**src/rtl/tick_sequencer.sv**
```systemverilog
// Programmable tick-enable generator with an IDLE/RUN/PAUSE/DONE run controller.
// Optional TICK_CLK_OUT_EN adds clk_div, a square wave toggling on every tick.
module tick_sequencer #(
   parameter int WIDTH          = 32,
   parameter int DEFAULT_CYCLES = 50000000,
   parameter int BURST_W        = 8
) (
   input  logic               clk,
   input  logic               rst,
   input  logic               start,
   input  logic               stop,
   input  logic               pause,
   input  logic               cfg_valid,
   output logic               cfg_ready,
   input  logic [WIDTH-1:0]   cfg_cycles,
   input  logic [BURST_W-1:0] cfg_burst,
   output logic               tick,
   output logic               busy,
   output logic               done,
   output logic [1:0]         state,
   output logic [BURST_W-1:0] tick_count
`ifdef TICK_CLK_OUT_EN
   ,
   output logic               clk_div
`endif
);

   localparam logic [1:0] IDLE  = 2'd0;
   localparam logic [1:0] RUN   = 2'd1;
   localparam logic [1:0] PAUSE = 2'd2;
   localparam logic [1:0] DONE  = 2'd3;

   // A zero period would never produce a tick, so the reset value is clamped like cfg_cycles.
   localparam int DEFAULT_PERIOD = (DEFAULT_CYCLES < 1) ? 1 : DEFAULT_CYCLES;

   logic [1:0]         state_reg, state_next;
   logic [WIDTH-1:0]   period_reg, period_next;
   logic [BURST_W-1:0] burst_reg, burst_next;
   logic [WIDTH-1:0]   cnt_reg, cnt_next;
   logic [BURST_W-1:0] tick_count_reg, tick_count_next;
   logic               tick_reg, tick_next;
   logic               done_reg, done_next;
   logic               cfg_fire;
   logic               period_end;

   assign cfg_ready  = (state_reg == IDLE);
   assign busy       = (state_reg == RUN) || (state_reg == PAUSE);
   assign cfg_fire   = cfg_valid && cfg_ready;
   assign period_end = (cnt_reg == period_reg - WIDTH'(1));

   always_comb begin
      state_next      = state_reg;
      period_next     = period_reg;
      burst_next      = burst_reg;
      cnt_next        = cnt_reg;
      tick_count_next = tick_count_reg;
      tick_next       = 1'b0;
      done_next       = 1'b0;

      if (cfg_fire) begin
         period_next = (cfg_cycles == '0) ? WIDTH'(1) : cfg_cycles;
         burst_next  = cfg_burst;
      end

      case (state_reg)
         IDLE: begin
            // stop and pause outrank start, even while idle.
            if (start && !stop && !pause) begin
               state_next      = RUN;
               cnt_next        = '0;
               tick_count_next = '0;
            end
         end
         RUN: begin
            if (stop) begin
               state_next = IDLE;
               cnt_next   = '0;
            end else if (pause) begin
               state_next = PAUSE;
            end else if (period_end) begin
               cnt_next        = '0;
               tick_next       = 1'b1;
               tick_count_next = tick_count_reg + BURST_W'(1);
               if ((burst_reg != '0) && (tick_count_next == burst_reg)) begin
                  state_next = DONE;
                  done_next  = 1'b1;
               end
            end else begin
               cnt_next = cnt_reg + WIDTH'(1);
            end
         end
         PAUSE: begin
            // Counter is held on the resume edge too, so the period is neither restarted nor shortened.
            if (stop) begin
               state_next = IDLE;
               cnt_next   = '0;
            end else if (!pause) begin
               state_next = RUN;
            end
         end
         DONE: begin
            state_next = IDLE;
            cnt_next   = '0;
         end
      endcase
   end

   always_ff @(posedge clk or posedge rst) begin
      if (rst) begin
         state_reg      <= IDLE;
         period_reg     <= WIDTH'(DEFAULT_PERIOD);
         burst_reg      <= '0;
         cnt_reg        <= '0;
         tick_count_reg <= '0;
         tick_reg       <= 1'b0;
         done_reg       <= 1'b0;
      end else begin
         state_reg      <= state_next;
         period_reg     <= period_next;
         burst_reg      <= burst_next;
         cnt_reg        <= cnt_next;
         tick_count_reg <= tick_count_next;
         tick_reg       <= tick_next;
         done_reg       <= done_next;
      end
   end

   assign tick       = tick_reg;
   assign done       = done_reg;
   assign state      = state_reg;
   assign tick_count = tick_count_reg;

`ifdef TICK_CLK_OUT_EN
   logic clk_div_reg;

   always_ff @(posedge clk or posedge rst) begin
      if (rst) begin
         clk_div_reg <= 1'b0;
      end else if (tick_next) begin
         clk_div_reg <= ~clk_div_reg;
      end
   end

   assign clk_div = clk_div_reg;
`endif

endmodule

```
**config.mk**
```make
export PLATFORM = sky130hd
export DESIGN_NAME = tick_sequencer
export DESIGN_NICKNAME = d
export VERILOG_FILES = /design/src/rtl/tick_sequencer.sv
export SDC_FILE = /design/constraint.sdc
export NUM_CORES = 1
export LEC_CHECK = 0
export ABC_AREA = 1
export CELL_PAD_IN_SITES_DETAIL_PLACEMENT = 1
export CELL_PAD_IN_SITES_GLOBAL_PLACEMENT = 2
export CORE_ASPECT_RATIO = 0.9
export CORE_MARGIN = 4
export CORE_UTILIZATION = 30
export DETAILED_ROUTE_END_ITERATION = 6
export DONT_BUFFER_PORTS = 1
export PLACE_DENSITY_LB_ADDON = 0.25
export SETUP_SLACK_MARGIN = 0.3
export SYNTH_ARGS = -nofsm -noshare
export SYNTH_HDL_FRONTEND = slang
export SYNTH_SLANG_ARGS = --single-unit
```
**constraint.sdc**
```tcl
create_clock -name clk -period 7.3 [get_ports clk]
set_input_delay 0.73 -clock clk [delete_from_list [all_inputs] [get_ports clk]]
set_output_delay 0.73 -clock clk [all_outputs]
set_load 0.02 [all_outputs]
```
==> summary.txt, run 1 <==
Status
  • Status: finished clean

Placed design
  • # port buffers: 0
  • DP HPWL: 13100 µm
  • GP Congestion: around 0.83
  • Pre-CTS setup slack: 4.38 ns

Synthesis
  • Yosys cell types: 35
  • Post-synth EDFFs: 0
  • Post-Syn Instances: roughly 800
  • Mean Syn Cell Area: 7.09 µm²
  • Synthesized area: around 5700 µm²
  • Post-synthesis mux area share: 0%
  • Simple-gate share of the synthesized area: between 30% and 40%
  • Post-Synth Adder-Cell Area: 1.32%
  • Post-synth net total: 856
  • Most frequent cell after synthesis: nand2_1
  • Synth Warn #: 0
  • Synth Area in Compound Gates: 8.54%
  • Synth cell count leaders: nand2_1, inv_1, nor2_1
  • Synth Flop Type: dfrtp_1
  • Sequential area share after synthesis: 37.2%
  • Largest cells by area after synthesis: dfrtp_1, nand2_1, xor2_1, inv_1, nor2_1
  • XOR/XNOR share of the synthesized area: a little over a tenth
  • Ys async rst share: 100%
  • Main combinational cell family by area after synthesis: simple AND/OR/NAND/NOR gates
  • Seq cells post-synth: 84
  • Yosys top cell by area: dfrtp_1
  • Share of the synthesized area in the top cell type: a little under a third

Timing
  • Final worst slack: 4.44 ns
  • Min Clock Period, post-route: 2.86 ns
  • # setup viols final: 0
  • Final worst clock skew: 0.00904 ns
  • Unrepaired setup endpoints after global routing: false
  • Slew Viols, Final: 0
  • Final critical-path share of the clock period: 39.1%
  • Fmax: around 350 MHz
  • Count of final hold-check violations: 0
  • Slew HR: 42.8%
  • Setup_tns: 0 ns
  • Slew at the pin closest to its max-slew limit: about 0.86 ns

GRT
  • Initial antenna violation count: 0
  • Gr usage total: 16.2%
  • Vias in the first global route: 5209
  • Total grt overflow: 0
  • First-pass GRT wire length: 27900 µm
  • Largest net degree at the start of global routing: between 60 and 70

Floorplan
  • Row cnt: 47
  • Die area: 21300 µm²
  • Initial Util: 30.8%
  • Core footprint: 18500 µm²
  • Die Ht: 139 µm
  • IO Pins: 60
  • DIE WIDTH: approximately 150 µm

Worst setup path
  • Critical path class: reg2reg
  • Startpoint types: flop
  • Slowest CP cell: dfrtp_1
  • Worst-path cell chain: inv_1, ha_1, inv_1, nor2_1, nand2_1, nand3_1, buf_4, nor2_1, nand2_2, o21ai_0
  • Crit path max fanout: 33
  • WP data arrival: between 3 and 4 ns
  • Setup crit end kind: flop
  • Worst EP required: 7.51 ns
  • Max incr delay on CP: 0.49 ns

Final layout
  • Area growth syn-to-layout: 9.27%
  • Antenna cells: 0
  • Final nets: 847
  • Fraction of layout cells with a size suffix above 1: a little over a tenth
  • FILL cells: between 2000 and 2500

Pwr
  • Clock power frac: 22.0%
  • Comb power frac: slightly above 40%
  • Switching Share: 45.9%
  • Seq pwr share: 36.9%
  • Cell-internal power: 1.17 mW
  • Power Dens Cells: 349 nW/µm²
  • Static leakage: between 2 and 3 nW
  • Maximum vdd drop: 0.000129 V
  • P_sw: roughly 1000 µW

Run
  • Max-cap violation count: 0

CTS
  • CTS Hold Bufs: 0
  • Clk_lat worst skew: roughly 0.35 ns
  • CTS root buffer: clkbuf_16
  • CTS tree: done
  • Setup bufs post-CTS: 0
  • CTS Sinks: 84
  • CTS Buffer Depth: 2
  • Resize count post-CTS: 0
  • H-tree Lvls: 3
  • Clk slew on worst S/H paths: 0.07 ns
  • TritonCTS Buffers: 9

Detailed routing
  • WL/cell: 15.9 µm
  • Via density: 4.78
  • Via count: 4999
  • First-iteration detailed-routing DRC count: 317
  • WL final: 16600 µm
  • DRC errors left: 0
  • DRT antenna net count: 0
  • Iteration count of the initial detailed-routing pass: 4

Worst hold path
  • Hold Path Class: in2async
## metrics by stage
step / hold slack, ns / util (%) / total power, mW / cells / instance area (µm²)
after global placement: 0.495 / 32.0 / 1.69 / 1029 / 5930
after CTS: 0.229 / 33.6 / 2.20 / 1045 / 6220
after detailed placement: 0.507 / 32.0 / 1.72 / 1029 / 5930
final: 0.231 / 33.6 / 2.17 / 1045 / 6220
after floorplan: 0.472 / - / 1.46 / 804 / 5700
after global routing: 0.247 / 33.6 / 2.37 / 1045 / 6220
## worst max-delay path, delay by kind of cell, from the launching register on
kind,cells,cell delay [ns]
fa+ha+maj,1,0.40
buf+inv,3,0.68
flops,1,0.49
simple gates,5,0.96
compound gates,1,0.18
## final timing paths
| kind | slack (ns) | cells after the start | startpoint | endpoint |
|---|---|---|---|---|
| worst max-delay path | 4.44 | 10 | state[1] | cnt_reg[30] |
| worst min-delay path | 0.23 | 1 | rst | burst_reg[0] |
| worst max register to register | 4.44 | 10 | state[1] | cnt_reg[30] |
| worst min register to register | 0.51 | 2 | period_reg[31] | period_reg[31] |
| max in group asynchronous | 5.87 | 2 | rst | cnt_reg[11] |
| min in group clk | 0.49 | 2 | cfg_burst[0] | burst_reg[0] |
## power groups by stage
stage	clock network, mW	registers, mW	logic, mW
2_1_floorplan	0	0.746	0.717
3_3_place_gp	0	0.809	0.877
3_5_place_dp	0	0.808	0.908
4_1_cts	0.490	0.800	0.913
5_1_grt	0.514	0.824	1.03
6_report	0.477	0.800	0.893
## layer usage
metal / part of all wire, % / global-route usage, % / vias up
met5: 0 / 0 / -
met1: 53 / 24.4 / 2399
li1: - / - / 2520
met4: 1.3 / 4.50 / 0
met2: 42 / 23.9 / 66
met3: 3.8 / 2.46 / 14
## kinds of logic (layout without fill, tap and decap cells)
kind of cell / after synthesis / after routing
AO/OA/AOI/OAI: 89 / 89
AND/OR/NAND/NOR: 439 / 439
flip-flops: 84 / 84
adder cells (fa/ha/maj): 6 / 6
buffers and inverters: 117 / 113
XOR/XNOR: 69 / 69
## area by class of cell
| cell class | count | area, µm² | share of cell area [%] |
|---|---|---|---|
| multi-input cells | 603 | 3130 | 50.2 |
| flip-flops and latches | 84 | 2120 | 34.0 |
| inverters | 94 | 354 | 5.69 |
| well taps | 245 | 307 | 4.92 |
| clock buffers | 9 | 225 | 3.62 |
| clock inverters | 7 | 72.6 | 1.17 |
| repair buffers | 3 | 22.5 | 0.362 |
## cell usage in the layout (no fill, tap or decap), types with 6 or more instances in the layout
cell type	synthesis	layout
xor2_1	48	48
nor4_1	8	8
inv_1	94	93
nor2_1	86	86
clkbuf_16	0	9
nor3_1	10	10
o21ai_0	63	63
dfstp_2	12	12
nor2_2	13	13
o21ai_2	8	8
xnor2_1	21	21
nand3_1	41	41
o21ai_1	10	10
nand4_1	20	20
nand2_1	229	229
ha_1	6	6
nor2_4	6	6
or2_2	7	7
dfrtp_1	72	72
nand2_2	11	11
Note: power is estimated with default switching activity, not from simulation.
==> inputs of run 2 (changes only) <==
clock period = 2.8 ns   (was 7.3 ns; I/O delays follow)
==> run 2 against run 1 <==
  * The flow now finishes with violations (negative hold slack)
  * Wire length is 0.98% higher
  * Sequential power grew to 2.7 times the previous value
  * Global-route usage is essentially flat
  * Worst hold slack worse by 0.25 ns
  * Via count grew 0.68%
  * Non-clock buffer count is 8 higher
  * Sequential share of layout area is 0.77 points lower
  * Design area is 2.7% higher
  * Utilization increased by 0.91 points
  * Setup slack lost 4.0 ns
  * Largest cell class unchanged
  * Largest power group unchanged
==> summary.txt, run 2 (synthesis results as in run 1) <==
Floorplan
  • Die Ht: about 140 µm
  • Die area: 21300 µm²
  • DIE WIDTH: 153 µm
  • Core footprint: roughly 19000 µm²
  • IO Pins: 60
  • Initial Util: 30.8%
  • Row cnt: between 40 and 50

Status
  • Failing checks: negative hold slack
  • Status: complete, but fails checks

Worst setup path
  • Worst EP required: 3.04 ns
  • Crit path max fanout: 5
  • Setup crit end kind: flop
  • Startpoint types: flop
  • Critical path class: reg2reg
  • WP data arrival: roughly 2.6 ns

Timing
  • Min Clock Period, post-route: 2.38 ns
  • Slew at the pin closest to its max-slew limit: 0.919 ns
  • Final worst clock skew: 0.0136 ns
  • Fmax: approximately 420 MHz
  • Count of final hold-check violations: 21
  • Final critical-path share of the clock period: a little over four fifths
  • Slew HR: around 39%
  • Unrepaired setup endpoints after global routing: false
  • Slew Viols, Final: 0
  • Hold WS: -0.0230 ns
  • Setup_tns: 0 ns
  • # setup viols final: 0

Final layout
  • Post-route cell area: about 6400 µm²
  • Area growth syn-to-layout: 12.2%
  • FILL cells: 2316
  • Antenna cells: 0
  • Fraction of layout cells with a size suffix above 1: 13.4%
  • Final nets: 855
  • Most frequent cells in the layout: nand2_1, inv_1, nor2_1, dfrtp_1, o21ai_0
  • Most common cell after layout, fill and taps aside: nand2_1

Detailed routing
  • DRT antenna net count: 0
  • WL final: 16800 µm
  • Iteration count of the initial detailed-routing pass: 4
  • Via density: between 4 and 5
  • Via count: 5033
  • DRC errors left: 0
  • WL/cell: 15.9 µm
  • First-iteration detailed-routing DRC count: 229

Worst hold path
  • Hold Path Class: in2async

GRT
  • Largest net degree at the start of global routing: 55
  • First-pass GRT wire length: 27800 µm
  • Total grt overflow: 0
  • Gr usage total: 16.1%
  • Vias in the first global route: 5209
  • Initial antenna violation count: 0

Placed design
  • GP Congestion: 0.806
  • DP HPWL: 13200 µm
  • Dpl cell area: 5970 µm²
  • # port buffers: 0

Pwr
  • Static leakage: 2.82 nW
  • Power Dens Cells: slightly above 900 nW/µm²
  • Maximum vdd drop: 0.000362 V

CTS
  • Clk_lat worst skew: between 0.3 and 0.4 ns
  • CTS Sinks: 84
  • CTS root buffer: clkbuf_16
  • CTS tree: done
  • H-tree Lvls: 3
  • CTS Hold Bufs: 0
  • TritonCTS Buffers: 9
  • CTS Buffer Depth: 2
  • Clk slew on worst S/H paths: 0.07 ns

Run
  • Max-cap violation count: 0
==> run 2: cell types whose count changed in the layout (fill, tap and decap cells not counted), moves of 2 or more <==
cell / before / now
buf_4: 3 / 9
dfrtp_1: 72 / 66
dfrtp_2: 0 / 6
nor2_1: 86 / 80
nor2_4: 6 / 12
clkbuf_1: 0 / 3
buf_12: 0 / 2
ha_1: 6 / 4
inv_6: 2 / 0
nand3_1: 41 / 39
nand3_2: 2 / 4
==> run 2: path summary, 6_finish.rpt <==
kind,end,slack (ns),cells after the start,start
setup / recovery,state[0],0.42,17,period_reg[0]
hold / removal,period_reg[8],-0.02,1,rst
setup reg to reg,state[0],0.42,17,period_reg[0]
hold reg to reg,period_reg[31],0.52,2,period_reg[31]
max in group asynchronous,period_reg[4],2.12,2,rst
min in group clk,burst_reg[3],0.04,2,cfg_burst[3]
==> run 2: routing by layer <==
| layer | vias up | share of wire (%) | track usage, % |
|---|---|---|---|
| met2 | 63 | 43 | 24.0 |
| met5 | - | 0 | 0 |
| met4 | 0 | 0.95 | 3.52 |
| li1 | 2526 | - | - |
| met1 | 2435 | 53 | 24.3 |
| met3 | 9 | 3.1 | 2.90 |
==> run 2: power breakdown <==
group	switching (mW)	total (mW)	internal [mW]	leakage (nW)
Clock	0.506	1.20	0.691	0.133
Sequential	0.510	2.12	1.61	1.07
Combinational	1.63	2.49	0.855	1.61
==> run 2: per-stage QoR <==
| stage | std cells | worst slack (ns) | hold slack, ns | utilization [%] | power (mW) |
|---|---|---|---|---|---|
| floorplan | 804 | 0.375 | 0.390 | - | 3.82 |
| global placement | 1032 | 0.262 | 0.375 | 32.3 | 4.42 |
| detailed placement | 1032 | 0.194 | 0.397 | 32.3 | 4.50 |
| CTS | 1050 | 0.325 | 0.0138 | 34.0 | 5.77 |
| global route | 1053 | 0.297 | 0.0347 | 34.5 | 6.31 |
| finish | 1053 | 0.425 | -0.0230 | 34.5 | 5.80 |
==> run 2: final cells by class <==
class / instances / area [µm²] / share of cell area, %
clock inverter: 4 / 50.0 / 0.783
clock buffer: 12 / 236 / 3.70
timing repair buffer: 11 / 108 / 1.68
inverter: 94 / 354 / 5.54
sequential: 84 / 2120 / 33.2
multi-input combinational: 603 / 3210 / 50.3
tap: 245 / 307 / 4.80
==> run 2: critical path: stages (launching register included) <==
cell,delay (ns)
dfrtp_1,0.40
inv_2,0.12
ha_4,0.18
nand2_2,0.10
nor2_4,0.15
nand2_1,0.11
nor2_1,0.11
nand2_1,0.06
nand2_1,0.06
nand2_1,0.05
nor2_2,0.14
nand3_2,0.11
nor2_4,0.16
nand3_1,0.15
nand2_1,0.13
nand2_1,0.08
nand2_1,0.08
nand2_1,0.06
==> run 2: timing repair <==
| item | 4_1_cts | 5_1_grt |
|---|---|---|
| gates resized for setup | 3 | 23 |
| setup endpoints to repair | 41 | 41 |
| gates cloned | 0 | 0 |
| buffers inserted | 2 | 3 |
| pin swaps | 1 | 4 |
| hold endpoints to repair | 0 | 0 |
